===== config.mk =====
export PLATFORM = sky130hd
export DESIGN_NAME = writeback_queue_flat
export DESIGN_NICKNAME = d
export VERILOG_FILES = /design/src/rtl/writeback_queue_pkg.sv /design/src/rtl/writeback_queue_if.sv /design/src/rtl/writeback_queue_load_extend.sv /design/src/rtl/writeback_queue.sv /design/src/flat_wrapper.sv
export SDC_FILE = /design/constraint.sdc
export NUM_CORES = 1
export LEC_CHECK = 0
export CAP_MARGIN = 20
export CORE_MARGIN = 5
export CORE_UTILIZATION = 50
export CTS_CLUSTER_DIAMETER = 80
export DETAILED_ROUTE_END_ITERATION = 10
export GPL_TIMING_DRIVEN = 1
export PLACE_DENSITY = 0.7
export REMOVE_ABC_BUFFERS = 1
export SLEW_MARGIN = 20
export SYNTH_ARGS = -nofsm -noshare
export SYNTH_HDL_FRONTEND = slang
export SYNTH_SLANG_ARGS = --single-unit
export TNS_END_PERCENT = 1

===== constraint.sdc =====
create_clock -name wbq_clk -period 3.55 [get_ports wbq_clk]
set_input_delay 0.355 -clock wbq_clk [delete_from_list [all_inputs] [get_ports wbq_clk]]
set_output_delay 0.355 -clock wbq_clk [all_outputs]
set_load 0.03 [all_outputs]

===== src/rtl/writeback_queue_pkg.sv =====
// Shared constants for the writeback queue: default widths and RV32 load funct3 encodings.
package writeback_queue_pkg;

  localparam int WBQ_DWIDTH      = 32;
  localparam int WBQ_AWIDTH      = 5;
  localparam int WBQ_PC_WIDTH    = 32;
  localparam int WBQ_FUNCT_WIDTH = 3;
  localparam int WBQ_DEPTH       = 4;

  typedef enum logic [2:0] {
    F3_LB  = 3'b000,
    F3_LH  = 3'b001,
    F3_LW  = 3'b010,
    F3_LBU = 3'b100,
    F3_LHU = 3'b101
  } load_funct3_e;

endpackage


===== src/rtl/writeback_queue_if.sv =====
// Memory-stage / regfile / decode signals of the writeback queue, bundled with master and slave views.
interface writeback_queue_if #(
  parameter int DWIDTH      = 32,
  parameter int AWIDTH      = 5,
  parameter int PC_WIDTH    = 32,
  parameter int FUNCT_WIDTH = 3
);
  logic                   wbq_i_ce;
  logic                   wbq_i_is_load;
  logic [FUNCT_WIDTH-1:0] wbq_i_funct3;
  logic [1:0]             wbq_i_byte_off;
  logic [DWIDTH-1:0]      wbq_i_load_data;
  logic [DWIDTH-1:0]      wbq_i_rd_data;
  logic [AWIDTH-1:0]      wbq_i_rd_addr;
  logic                   wbq_i_we_rd;
  logic                   wbq_i_change_pc;
  logic [PC_WIDTH-1:0]    wbq_i_pc;
  logic                   wbq_i_flush;
  logic                   wbq_i_rf_ready;
  logic [AWIDTH-1:0]      wbq_i_rs1_addr;
  logic [AWIDTH-1:0]      wbq_i_rs2_addr;
  logic                   wbq_o_stall;
  logic                   wbq_o_we_rd;
  logic [AWIDTH-1:0]      wbq_o_rd_addr;
  logic [DWIDTH-1:0]      wbq_o_rd_data;
  logic                   wbq_o_change_pc;
  logic [PC_WIDTH-1:0]    wbq_o_next_pc;
  logic                   wbq_o_fwd1_hit;
  logic [DWIDTH-1:0]      wbq_o_fwd1_data;
  logic                   wbq_o_fwd2_hit;
  logic [DWIDTH-1:0]      wbq_o_fwd2_data;

  modport master (
    output wbq_i_ce, wbq_i_is_load, wbq_i_funct3, wbq_i_byte_off, wbq_i_load_data,
           wbq_i_rd_data, wbq_i_rd_addr, wbq_i_we_rd, wbq_i_change_pc, wbq_i_pc,
           wbq_i_flush, wbq_i_rf_ready, wbq_i_rs1_addr, wbq_i_rs2_addr,
    input  wbq_o_stall, wbq_o_we_rd, wbq_o_rd_addr, wbq_o_rd_data, wbq_o_change_pc,
           wbq_o_next_pc, wbq_o_fwd1_hit, wbq_o_fwd1_data, wbq_o_fwd2_hit, wbq_o_fwd2_data
  );

  modport slave (
    input  wbq_i_ce, wbq_i_is_load, wbq_i_funct3, wbq_i_byte_off, wbq_i_load_data,
           wbq_i_rd_data, wbq_i_rd_addr, wbq_i_we_rd, wbq_i_change_pc, wbq_i_pc,
           wbq_i_flush, wbq_i_rf_ready, wbq_i_rs1_addr, wbq_i_rs2_addr,
    output wbq_o_stall, wbq_o_we_rd, wbq_o_rd_addr, wbq_o_rd_data, wbq_o_change_pc,
           wbq_o_next_pc, wbq_o_fwd1_hit, wbq_o_fwd1_data, wbq_o_fwd2_hit, wbq_o_fwd2_data
  );
endinterface


===== src/rtl/writeback_queue_load_extend.sv =====
// Combinational load formatter: picks the byte/half lane from the raw word and sign/zero extends.
module writeback_queue_load_extend
  import writeback_queue_pkg::*;
#(
  parameter int DWIDTH      = WBQ_DWIDTH,
  parameter int FUNCT_WIDTH = WBQ_FUNCT_WIDTH
) (
  input  logic [FUNCT_WIDTH-1:0] funct3_i,
  input  logic [1:0]             byte_off_i,
  input  logic [DWIDTH-1:0]      word_i,
  output logic [DWIDTH-1:0]      data_o
);

  logic [7:0]  byte_lane;
  logic [15:0] half_lane;

  // NOTE: every variable written here gets a default first, so no latch can be inferred.
  always_comb begin
    byte_lane = word_i[7:0];
    case (byte_off_i)
      2'd1:    byte_lane = word_i[15:8];
      2'd2:    byte_lane = word_i[23:16];
      2'd3:    byte_lane = word_i[31:24];
      default: byte_lane = word_i[7:0];
    endcase
    half_lane = byte_off_i[1] ? word_i[31:16] : word_i[15:0];

    data_o = word_i;
    case (funct3_i)
      F3_LB:   data_o = {{(DWIDTH-8){byte_lane[7]}}, byte_lane};
      F3_LH:   data_o = {{(DWIDTH-16){half_lane[15]}}, half_lane};
      F3_LBU:  data_o = {{(DWIDTH-8){1'b0}}, byte_lane};
      F3_LHU:  data_o = {{(DWIDTH-16){1'b0}}, half_lane};
      default: data_o = word_i;
    endcase
  end

endmodule


===== src/rtl/writeback_queue.sv =====
// In-order writeback FIFO between memory stage and register file, with commit registers
// and newest-first forwarding of pending rd values to decode.
module writeback_queue
  import writeback_queue_pkg::*;
#(
  parameter int DWIDTH      = WBQ_DWIDTH,
  parameter int AWIDTH      = WBQ_AWIDTH,
  parameter int PC_WIDTH    = WBQ_PC_WIDTH,
  parameter int FUNCT_WIDTH = WBQ_FUNCT_WIDTH,
  parameter int DEPTH       = WBQ_DEPTH
) (
  input logic              wbq_clk,
  input logic              wbq_rst,
  writeback_queue_if.slave bus
);

  localparam int PTR_W = $clog2(DEPTH);
  localparam int CNT_W = PTR_W + 1;

  typedef logic [PTR_W-1:0] ptr_t;
  typedef struct packed {
    logic                we;
    logic [AWIDTH-1:0]   rd;
    logic [DWIDTH-1:0]   data;
    logic                change_pc;
    logic [PC_WIDTH-1:0] pc;
  } entry_t;

  entry_t            mem_q [DEPTH];
  ptr_t              head_q, head_d, tail_q, tail_d;
  logic [CNT_W-1:0]  count_q, count_d;
  logic              out_we_q, out_cp_q;
  logic [AWIDTH-1:0] out_rd_q;
  logic [DWIDTH-1:0] out_data_q;
  logic [PC_WIDTH-1:0] out_pc_q;

  logic              enq, cmt;
  entry_t            enq_entry, head_entry;
  logic [DWIDTH-1:0] load_fmt;
  logic [DWIDTH:0]   fwd1, fwd2;

  writeback_queue_load_extend #(.DWIDTH(DWIDTH), .FUNCT_WIDTH(FUNCT_WIDTH)) u_load_extend (
    .funct3_i   (bus.wbq_i_funct3),
    .byte_off_i (bus.wbq_i_byte_off),
    .word_i     (bus.wbq_i_load_data),
    .data_o     (load_fmt)
  );

  assign enq        = bus.wbq_i_ce && (count_q < CNT_W'(DEPTH)) && !bus.wbq_i_flush;
  assign cmt        = (count_q != '0) && bus.wbq_i_rf_ready && !bus.wbq_i_flush;
  assign head_entry = mem_q[head_q];

  always_comb begin
    enq_entry.we        = bus.wbq_i_we_rd && (bus.wbq_i_rd_addr != '0);
    enq_entry.rd        = bus.wbq_i_rd_addr;
    enq_entry.data      = bus.wbq_i_is_load ? load_fmt : bus.wbq_i_rd_data;
    enq_entry.change_pc = bus.wbq_i_change_pc;
    enq_entry.pc        = bus.wbq_i_pc;
  end

  always_comb begin
    head_d  = head_q;
    tail_d  = tail_q;
    count_d = count_q;
    if (bus.wbq_i_flush) begin
      head_d  = '0;
      tail_d  = '0;
      count_d = '0;
    end else begin
      if (enq) tail_d = tail_q + ptr_t'(1);
      if (cmt) head_d = head_q + ptr_t'(1);
      count_d = count_q + CNT_W'(enq) - CNT_W'(cmt);
    end
  end

  // NOTE: storage is left unreset; only entries inside head..count are ever read as valid.
  always_ff @(posedge wbq_clk) begin
    if (enq) mem_q[tail_q] <= enq_entry;
  end

  always_ff @(posedge wbq_clk or negedge wbq_rst) begin
    if (!wbq_rst) begin
      head_q     <= '0;
      tail_q     <= '0;
      count_q    <= '0;
      out_we_q   <= 1'b0;
      out_cp_q   <= 1'b0;
      out_rd_q   <= '0;
      out_data_q <= '0;
      out_pc_q   <= '0;
    end else begin
      head_q  <= head_d;
      tail_q  <= tail_d;
      count_q <= count_d;
      if (cmt) begin
        out_we_q   <= head_entry.we;
        out_cp_q   <= head_entry.change_pc;
        out_rd_q   <= head_entry.rd;
        out_data_q <= head_entry.data;
        out_pc_q   <= head_entry.pc;
      end else begin
        out_we_q <= 1'b0;
        out_cp_q <= 1'b0;
      end
    end
  end

  // Oldest-to-newest scan so the youngest matching entry overrides; the commit register is the fallback.
  function automatic logic [DWIDTH:0] fwd_lookup(input logic [AWIDTH-1:0] rs);
    logic [DWIDTH:0] r;
    ptr_t            idx;
    r   = '0;
    idx = head_q;
    if (rs != '0) begin
      if (out_we_q && (out_rd_q == rs)) r = {1'b1, out_data_q};
      for (int k = 0; k < DEPTH; k++) begin
        idx = head_q + ptr_t'(k);
        if ((CNT_W'(k) < count_q) && mem_q[idx].we && (mem_q[idx].rd == rs))
          r = {1'b1, mem_q[idx].data};
      end
    end
    return r;
  endfunction

  always_comb fwd1 = fwd_lookup(bus.wbq_i_rs1_addr);
  always_comb fwd2 = fwd_lookup(bus.wbq_i_rs2_addr);

  assign bus.wbq_o_stall     = (count_q == CNT_W'(DEPTH));
  assign bus.wbq_o_we_rd     = out_we_q;
  assign bus.wbq_o_rd_addr   = out_rd_q;
  assign bus.wbq_o_rd_data   = out_data_q;
  assign bus.wbq_o_change_pc = out_cp_q;
  assign bus.wbq_o_next_pc   = out_pc_q;
  assign bus.wbq_o_fwd1_hit  = fwd1[DWIDTH];
  assign bus.wbq_o_fwd1_data = fwd1[DWIDTH-1:0];
  assign bus.wbq_o_fwd2_hit  = fwd2[DWIDTH];
  assign bus.wbq_o_fwd2_data = fwd2[DWIDTH-1:0];

endmodule

===== src/flat_wrapper.sv =====
// flat-port wrapper written by rule: the top's interface ports become plain ports
module writeback_queue_flat import writeback_queue_pkg::*;
#(
  parameter int DWIDTH      = WBQ_DWIDTH,
  parameter int AWIDTH      = WBQ_AWIDTH,
  parameter int PC_WIDTH    = WBQ_PC_WIDTH,
  parameter int FUNCT_WIDTH = WBQ_FUNCT_WIDTH,
  parameter int DEPTH       = WBQ_DEPTH
)
  (wbq_clk, wbq_rst, bus_wbq_i_ce, bus_wbq_i_is_load, bus_wbq_i_funct3, bus_wbq_i_byte_off, bus_wbq_i_load_data, bus_wbq_i_rd_data, bus_wbq_i_rd_addr, bus_wbq_i_we_rd, bus_wbq_i_change_pc, bus_wbq_i_pc, bus_wbq_i_flush, bus_wbq_i_rf_ready, bus_wbq_i_rs1_addr, bus_wbq_i_rs2_addr, bus_wbq_o_stall, bus_wbq_o_we_rd, bus_wbq_o_rd_addr, bus_wbq_o_rd_data, bus_wbq_o_change_pc, bus_wbq_o_next_pc, bus_wbq_o_fwd1_hit, bus_wbq_o_fwd1_data, bus_wbq_o_fwd2_hit, bus_wbq_o_fwd2_data);
  writeback_queue_if #(.DWIDTH(DWIDTH), .AWIDTH(AWIDTH), .PC_WIDTH(PC_WIDTH), .FUNCT_WIDTH(FUNCT_WIDTH)) bus_i ();
  input logic wbq_clk;
  input logic wbq_rst;
  input wire logic [$bits(bus_i.wbq_i_ce)-1:0] bus_wbq_i_ce;
  input wire logic [$bits(bus_i.wbq_i_is_load)-1:0] bus_wbq_i_is_load;
  input wire logic [$bits(bus_i.wbq_i_funct3)-1:0] bus_wbq_i_funct3;
  input wire logic [$bits(bus_i.wbq_i_byte_off)-1:0] bus_wbq_i_byte_off;
  input wire logic [$bits(bus_i.wbq_i_load_data)-1:0] bus_wbq_i_load_data;
  input wire logic [$bits(bus_i.wbq_i_rd_data)-1:0] bus_wbq_i_rd_data;
  input wire logic [$bits(bus_i.wbq_i_rd_addr)-1:0] bus_wbq_i_rd_addr;
  input wire logic [$bits(bus_i.wbq_i_we_rd)-1:0] bus_wbq_i_we_rd;
  input wire logic [$bits(bus_i.wbq_i_change_pc)-1:0] bus_wbq_i_change_pc;
  input wire logic [$bits(bus_i.wbq_i_pc)-1:0] bus_wbq_i_pc;
  input wire logic [$bits(bus_i.wbq_i_flush)-1:0] bus_wbq_i_flush;
  input wire logic [$bits(bus_i.wbq_i_rf_ready)-1:0] bus_wbq_i_rf_ready;
  input wire logic [$bits(bus_i.wbq_i_rs1_addr)-1:0] bus_wbq_i_rs1_addr;
  input wire logic [$bits(bus_i.wbq_i_rs2_addr)-1:0] bus_wbq_i_rs2_addr;
  output wire logic [$bits(bus_i.wbq_o_stall)-1:0] bus_wbq_o_stall;
  output wire logic [$bits(bus_i.wbq_o_we_rd)-1:0] bus_wbq_o_we_rd;
  output wire logic [$bits(bus_i.wbq_o_rd_addr)-1:0] bus_wbq_o_rd_addr;
  output wire logic [$bits(bus_i.wbq_o_rd_data)-1:0] bus_wbq_o_rd_data;
  output wire logic [$bits(bus_i.wbq_o_change_pc)-1:0] bus_wbq_o_change_pc;
  output wire logic [$bits(bus_i.wbq_o_next_pc)-1:0] bus_wbq_o_next_pc;
  output wire logic [$bits(bus_i.wbq_o_fwd1_hit)-1:0] bus_wbq_o_fwd1_hit;
  output wire logic [$bits(bus_i.wbq_o_fwd1_data)-1:0] bus_wbq_o_fwd1_data;
  output wire logic [$bits(bus_i.wbq_o_fwd2_hit)-1:0] bus_wbq_o_fwd2_hit;
  output wire logic [$bits(bus_i.wbq_o_fwd2_data)-1:0] bus_wbq_o_fwd2_data;
  assign bus_i.wbq_i_ce = bus_wbq_i_ce;
  assign bus_i.wbq_i_is_load = bus_wbq_i_is_load;
  assign bus_i.wbq_i_funct3 = bus_wbq_i_funct3;
  assign bus_i.wbq_i_byte_off = bus_wbq_i_byte_off;
  assign bus_i.wbq_i_load_data = bus_wbq_i_load_data;
  assign bus_i.wbq_i_rd_data = bus_wbq_i_rd_data;
  assign bus_i.wbq_i_rd_addr = bus_wbq_i_rd_addr;
  assign bus_i.wbq_i_we_rd = bus_wbq_i_we_rd;
  assign bus_i.wbq_i_change_pc = bus_wbq_i_change_pc;
  assign bus_i.wbq_i_pc = bus_wbq_i_pc;
  assign bus_i.wbq_i_flush = bus_wbq_i_flush;
  assign bus_i.wbq_i_rf_ready = bus_wbq_i_rf_ready;
  assign bus_i.wbq_i_rs1_addr = bus_wbq_i_rs1_addr;
  assign bus_i.wbq_i_rs2_addr = bus_wbq_i_rs2_addr;
  assign bus_wbq_o_stall = bus_i.wbq_o_stall;
  assign bus_wbq_o_we_rd = bus_i.wbq_o_we_rd;
  assign bus_wbq_o_rd_addr = bus_i.wbq_o_rd_addr;
  assign bus_wbq_o_rd_data = bus_i.wbq_o_rd_data;
  assign bus_wbq_o_change_pc = bus_i.wbq_o_change_pc;
  assign bus_wbq_o_next_pc = bus_i.wbq_o_next_pc;
  assign bus_wbq_o_fwd1_hit = bus_i.wbq_o_fwd1_hit;
  assign bus_wbq_o_fwd1_data = bus_i.wbq_o_fwd1_data;
  assign bus_wbq_o_fwd2_hit = bus_i.wbq_o_fwd2_hit;
  assign bus_wbq_o_fwd2_data = bus_i.wbq_o_fwd2_data;
  writeback_queue #(.DWIDTH(DWIDTH), .AWIDTH(AWIDTH), .PC_WIDTH(PC_WIDTH), .FUNCT_WIDTH(FUNCT_WIDTH), .DEPTH(DEPTH)) u_core (.wbq_clk(wbq_clk), .wbq_rst(wbq_rst), .bus(bus_i));
endmodule

# == Yosys cells after proc, flatten, opt, wreduce, memory -nomap -nowiden ==
# Memories as Yosys holds them, arrays and structs flattened.
# Cells that the tools add are included.
# word_totals
regBits,78
latch_bits,0
mem_bits_rw,284
romBits,0
in_bits,124
output_inout_bits,138
elab_cells,89
memories,1
# memory_table
name,depth,width,read_ports,rd_ports_with_merged_regs,wr,line_no,source
u_core.mem_q,4,71,4,0,1,writeback_queue.sv:29,entry_t mem_q [DEPTH];
# op_classes
add_sub_neg,6
n_mul,0
div,0
order_cmp,5
eq_ne,17
n_shift,0
n_mux,25
bitwise_logic,0
reduce_logical,27
# ops
op,n
two-way mux 33 bit,12
one-hot mux 32 bit (4 select lines),1
equality test 5 bit,10
two-way mux 32 bit,1
one-hot mux 8 bit (3 select lines),1
logical AND 1 bit,19
two-way mux 16 bit,1
nonzero test 5 bit,3
"equality test 3 bit, second input constant",3
two-way mux 2 bit,4
"< comparator 1 x 3 -> 1 bit, first input constant",2
"< comparator 2 x 3 -> 1 bit, first input constant",2
"adder 2 x 1 -> 2 bit, second input constant",2
"adder 2 bit, second input constant",2
"equality test 2 bit, second input constant",2
two-way mux 1 bit,4
nonzero test 2 bit,2
adder 3 x 1 -> 3 bit,1
"equality test 3 x 1 -> 1 bit, second input constant",1
logical NOT 3 bit,1
"< comparator 3 bit, second input constant",1
two-way mux 3 bit,1
nonzero test 3 bit,1
subtractor 3 x 1 -> 3 bit,1
2 further kinds,2

# == Longest topological paths before layout ==
# logic_depth
ltp_word,8
ltp_mapped,13
ltp_nobuf,10

# == Cells and area by module ==
# From an unflattened synthesis, not the netlist that was laid out.
# hier_totals
hier_cells,1866
area_unflattened_um2,20669.8
# by_module_without_submodules
module,instances,cells_each,area_each_um2,seq_area_each_um2
writeback_queue,1,1756,20020.5,10480.1
writeback_queue_load_extend,1,110,649.4,0.0

# == Least setup slack after synthesis ==
# No wires, ideal clock.
# synth_path
path_kind,flip-flop to output port
start,register u_core.head_q[0]
end,output bus_wbq_o_fwd1_data[9]
t_arrival_ps,2924
required_time_ps,3195
slack_ps,271
path_stages_with_launch,11
path_buffers,3
cell_sequence,dfrtp_1 -> buf_6 -> buf_6 -> mux4_2 -> xor2_1 -> nor4_1 -> nand2_1 -> clkbuf_1 -> o22ai_1 -> a21oi_1 -> o21ai_0
# synth_via
elab_chain_len,8
word_cells_on_any_way,21
cone_classes,add/sub (3); eq/ne (4); mux (5); reduce/logical (8); memory (1)
# synth_lines
element,line_no,source
from (decl),writeback_queue.sv:30,"ptr_t head_q, head_d, tail_q, tail_d;"
from (signal assigned),writeback_queue.sv:83,head_q <= '0;
from (signal assigned),writeback_queue.sv:92,head_q <= head_d;
adder 2 x 1 -> 2 bit or memory (4 x 71 bit) (tied branches),-,
memory (4 x 71 bit) (*),-,
equality test 5 bit or logical AND 1 bit (tied branches),writeback_queue.sv:118,if ((CNT_W'(k) < count_q) && mem_q[idx].we && (mem_q[idx].rd == rs))
logical AND 1 bit or two-way mux 33 bit (tied branches),writeback_queue.sv:118,
two-way mux 33 bit (2 in series),writeback_queue.sv:118,
two-way mux 33 bit (*),writeback_queue.sv:118,
two-way mux 33 bit (*),writeback_queue.sv:114,if (rs != '0) begin
to (decl),flat_wrapper.sv:35,output wire logic [$bits(bus_i.wbq_o_fwd1_data)-1:0] bus_wbq_o_fwd1_data;
# Mark *: on every way between the ends. The rest lies on a longest branch, timed or not.

# == Worst setup path after layout ==
# layout_path
start,register u_core.head_q[0]
end,output bus_wbq_o_fwd2_data[11]
# layout_via
elab_chain_len,8
word_cells_on_any_way,21
cone_classes,add/sub (3); eq/ne (4); mux (5); reduce/logical (8); memory (1)
# layout_lines
element,line_no,source
adder 2 x 1 -> 2 bit or memory (4 x 71 bit) (tied branches),-,
memory (4 x 71 bit) (*),-,
equality test 5 bit or logical AND 1 bit (tied branches),-,
logical AND 1 bit or two-way mux 33 bit (tied branches),writeback_queue.sv:118,
two-way mux 33 bit (2 in series),writeback_queue.sv:118,
two-way mux 33 bit (*),writeback_queue.sv:118,
two-way mux 33 bit (*),writeback_queue.sv:114,
to (decl),flat_wrapper.sv:37,output wire logic [$bits(bus_i.wbq_o_fwd2_data)-1:0] bus_wbq_o_fwd2_data;
# Marks and branches as above.

==> flow_summary.toml <==
[clocking]
clock_path_buffers = 3
tritoncts = "done"
numCtsBuffers = 40
worstSkewPairLatency_ns = 0.58
htree_num_levels = 2
clkSlewWorstSetupHoldPaths_ns = 0.06
clock_tree.root_cell = "sky130_fd_sc_hd__clkbuf_16"
cts.sink_count = 362

[power_and_ir_drop]
part_of_the_total_power_dissipated_in_the_clock_network = 0.275
relative_contribution_of_combinational_cells_to_total_power = 0.375
cell_internal_pwr_uw = 10200
power.switching_uw = 5840
power.switching_fraction = 0.364
power_density_mw_per_mm2 = 613
peak_ir_drop_on_the_vdd_network_mv = 0.566
portion_of_total_power_attributed_to_sequential_cells = 0.350
fin_total_pwr_uw = 16000
power.leakage_uw = 0.00946

[synthesis]
synth_async_sr_flop_share = 0.215
synth.largest_area_cell = "sky130_fd_sc_hd__edfxtp_1"
synthesis.area_per_instance_sq_um = 10.9
synthMostInstantiatedCell = "sky130_fd_sc_hd__nand2_1"
synth-warning-count = 0
seq_area_frac_synth = 0.522
yosys-top-cells-count = "sky130_fd_sc_hd__nand2_1 (321), sky130_fd_sc_hd__edfxtp_1 (284), sky130_fd_sc_hd__o21ai_0 (167)"
synth-edff-count = 284
top_cells_by_area_in_the_synthesized_netlist = "sky130_fd_sc_hd__edfxtp_1 (42%), sky130_fd_sc_hd__dfrtp_1 (9.7%), sky130_fd_sc_hd__nand2_1 (6.0%)"
synth_cell_type_count = 65
ys.flop_type = "sky130_fd_sc_hd__edfxtp_1"
synth_area_sq_mm = 0.0201
syn_inst = 1848
yosys.area.top_type_share = 0.425
synth-seq-cells = 362

[drt]
drt-vias-per-instance = 6.16
drt-total-wl_mm = 64.3
drc_errors = 0
route.vias.total = 16500
wl_per_cell_um = 24.0
first_pass_iters = 8
first_iter_violations = 1482
antenna_left = 0

[critical_path]
r2r_cells = 10
path_class = "flip-flop to output pin"
path_max_fanout = 25
timing.reg2reg.setup_slack_ns = 1.01
cell_with_the_largest_stage_delay_on_the_worst_path = "sky130_fd_sc_hd__mux4_2"
r2r_start = "u_core.count_q[1]"
worstSetupStartpointType = "flip-flop"
critical_path_cell_by_cell = "buf_6 > mux4_2 > buf_4 > xnor2_4 > nand4_4 > or2_4 > buf_12 > mux2i_1 > mux2i_1 > o221ai_1 > buf_4 > buf_12"
crit_path_max_incr_delay_ns = 0.56
worstSetupEndpointType = "output pin"
crit_required_ns = 3.19
worst-endpoint-arrival_ns = 3.46
regToRegEndpoint = "u_core.count_q[2]"

[placement]
numPortBuffers = 261
detailedPlacementHpwl_mm = 42.4
place_ws_ns = 0.0853
gp_congestion = 0.984
placed_cells = 2584

[floorplanning]
top_level_ports = 262
rows = 73
placeableCoreArea_sq_mm = 0.0397
die_h_um = 210
die_width_um = 210
starting_utilization_of_the_core_area = 0.505
floorplan.die_area_sq_mm = 0.0443

[global_route]
grt.met1_usage = 0.363
via_count_of_the_first_global_routing_pass = 16600
grt_first_pass_wirelength_mm = 97.1
gr-usage-all-layers = 0.282
grt_use_met2 = 0.468
gr-total-overflow = 0
grt_start_max_net_pins = 113
number_of_antenna_violations_at_the_first_check_in_global_routing = 0
global_route.usage.met3 = 0.0711
gr-max-usage-layer = "met2"

[final_layout]
design.final.nets = 2257
layout-drive-gt1-share = 0.207
antenna-diode-count = 0
layoutNonFillerInstCount = 2680
areaGrowthSynthToFinish_pct = 30.2

[timing]
period_minus_slack_ns = 3.82
timing.hold.ws_ns = 0.317
maxSlewHeadroom = 0.272
rsz_0062_raised_after_global_routing = "yes"
totalNegativeSetupSlack_ns = -11.18
final_clock_period_utilization_by_the_worst_path = 1.07
hold_viol = 0
finalMaxSlewViolations = 0
finalWorstSetupSlack_ns = -0.265
worstMarginPinSlew_ns = 1.09
finalSetupViolations = 65
final.setup_skew_ns = 0.0141
timing.fmax_mhz = 262

[outcome]
run_status = "complete, but fails checks"
failed_checks = "setup timing"

[hold_path]
worst_hold_path_type = "input port to async pin"

[run]
maxCapViolations = 0
kinds of logic (layout without fill, tap and decap cells):
group,Yosys count,in the layout,share of synthesized area
AOI/OAI and AO/OA,476,476,0.144
and+or+nand+nor,551,551,0.116
muxes,215,215,0.145
adders and majority gates,9,9,0.00598
DFF,362,362,0.522
xor gates and xnor gates,58,58,0.0257
buffers and inverters,177,484,0.0407
state kept, by name, indices dropped and copies added (netlist names):
signal                      count
u_core.bus.wbq_o_next_pc       32
u_core.head_q                   2
u_core.count_q                  3
u_core.mem_q                  284
u_core.bus.wbq_o_rd_addr        5
u_core.bus.wbq_o_change_pc      1
u_core.bus.wbq_o_rd_data       32
u_core.bus.wbq_o_we_rd          1
u_core.tail_q                   2
how the worst max path moves through the flow:
| stage | from | to | slack (ns) | depth (start not counted) |
|---|---|---|---|---|
| 3_5_place_dp | bus_wbq_i_rs1_addr[2] | bus_wbq_o_fwd1_data[30] | 0.09 | 11 |
| 3_3_place_gp | bus_wbq_i_rs1_addr[3] | bus_wbq_o_fwd1_data[30] | 0.11 | 11 |
| 5_1_grt | u_core.head_q[1] | bus_wbq_o_fwd2_data[17] | -0.38 | 10 |
| 2_1_floorplan | u_core.head_q[1] | bus_wbq_o_fwd2_data[11] | -5.84 | 6 |
| 4_1_cts | u_core.head_q[0] | bus_wbq_o_fwd2_data[11] | -0.27 | 12 |
| 6_report | u_core.head_q[0] | bus_wbq_o_fwd2_data[11] | -0.27 | 12 |
cell usage in the layout, fill, tap and decap left out, drive strengths merged, types with 7 or more instances in the layout:
| master | instances |
|---|---|
| nand2 | 322 |
| edfxtp | 284 |
| clkdlybuf4s50 | 193 |
| buf | 191 |
| o21ai | 182 |
| a21oi | 132 |
| nor2 | 122 |
| mux2i | 104 |
| dfrtp | 78 |
| mux2 | 56 |
| mux4 | 55 |
| clkbuf | 50 |
| xnor2 | 38 |
| nor3 | 31 |
| inv | 26 |
| o221ai | 21 |
| xor2 | 20 |
| o211ai | 18 |
| a31oi | 15 |
| nand3 | 15 |
| o2bb2ai | 13 |
| o31a | 13 |
| clkinv | 13 |
| or2 | 13 |
| a211oi | 12 |
| o22ai | 11 |
| and2 | 11 |
| o22a | 10 |
| o211a | 9 |
| nor3b | 9 |
| a22oi | 8 |
| ha | 8 |
| a211o | 7 |
| a31o | 7 |
metal layers:
layer | vias to the layer above | share of wire
met5 | - | 0
met4 | 0 | 0.037
met3 | 175 | 0.10
met2 | 905 | 0.48
met1 | 8063 | 0.38
li1 | 7367 | -
per-stage QoR:
stage | util | area, sq um
after CTS | 0.655 | 26000
after floorplan | - | 19400
final | 0.658 | 26200
after detailed placement | 0.607 | 24100
after global placement | 0.607 | 24100
after global routing | 0.658 | 26200
cell type report:
type	count	area, sq um
clock buffers	50	1080
clock inverters	23	318
fillers	3009	13600
inverters	25	95.1
multi-input cells	1309	9130
flip-flops and latches	362	10500
well taps	525	657
repair buffers	386	4390
critical path: cells and delay by family (launching register included):
| kind | cells | cell delay, ns |
|---|---|---|
| simple gates | 2 | 0.45 |
| compound gates | 1 | 0.14 |
| buf+inv | 5 | 0.81 |
| mux | 3 | 0.88 |
| flops | 1 | 0.46 |
| xor+xnor | 1 | 0.16 |
power groups by stage:
stage / sequential (uW) / combinational, uW / clock (uW)
after floorplan: 6560 / 2650 / 0
after global placement: 5690 / 5600 / 0
after detailed placement: 5710 / 5670 / 0
after CTS: 5610 / 5940 / 4470
after global routing: 5680 / 6410 / 4660
final: 5620 / 6010 / 4410
repair_timing:
item                                   CTS  global route
setup endpoints to repair               66            66
buffers inserted                        15             4
endpoints found under the hold margin   32             0
hold buffers                             1             0
gates cloned                             3             0
pin swaps                               21             5
resized for setup                       72            25
Note: power is estimated with default switching activity, not from simulation.
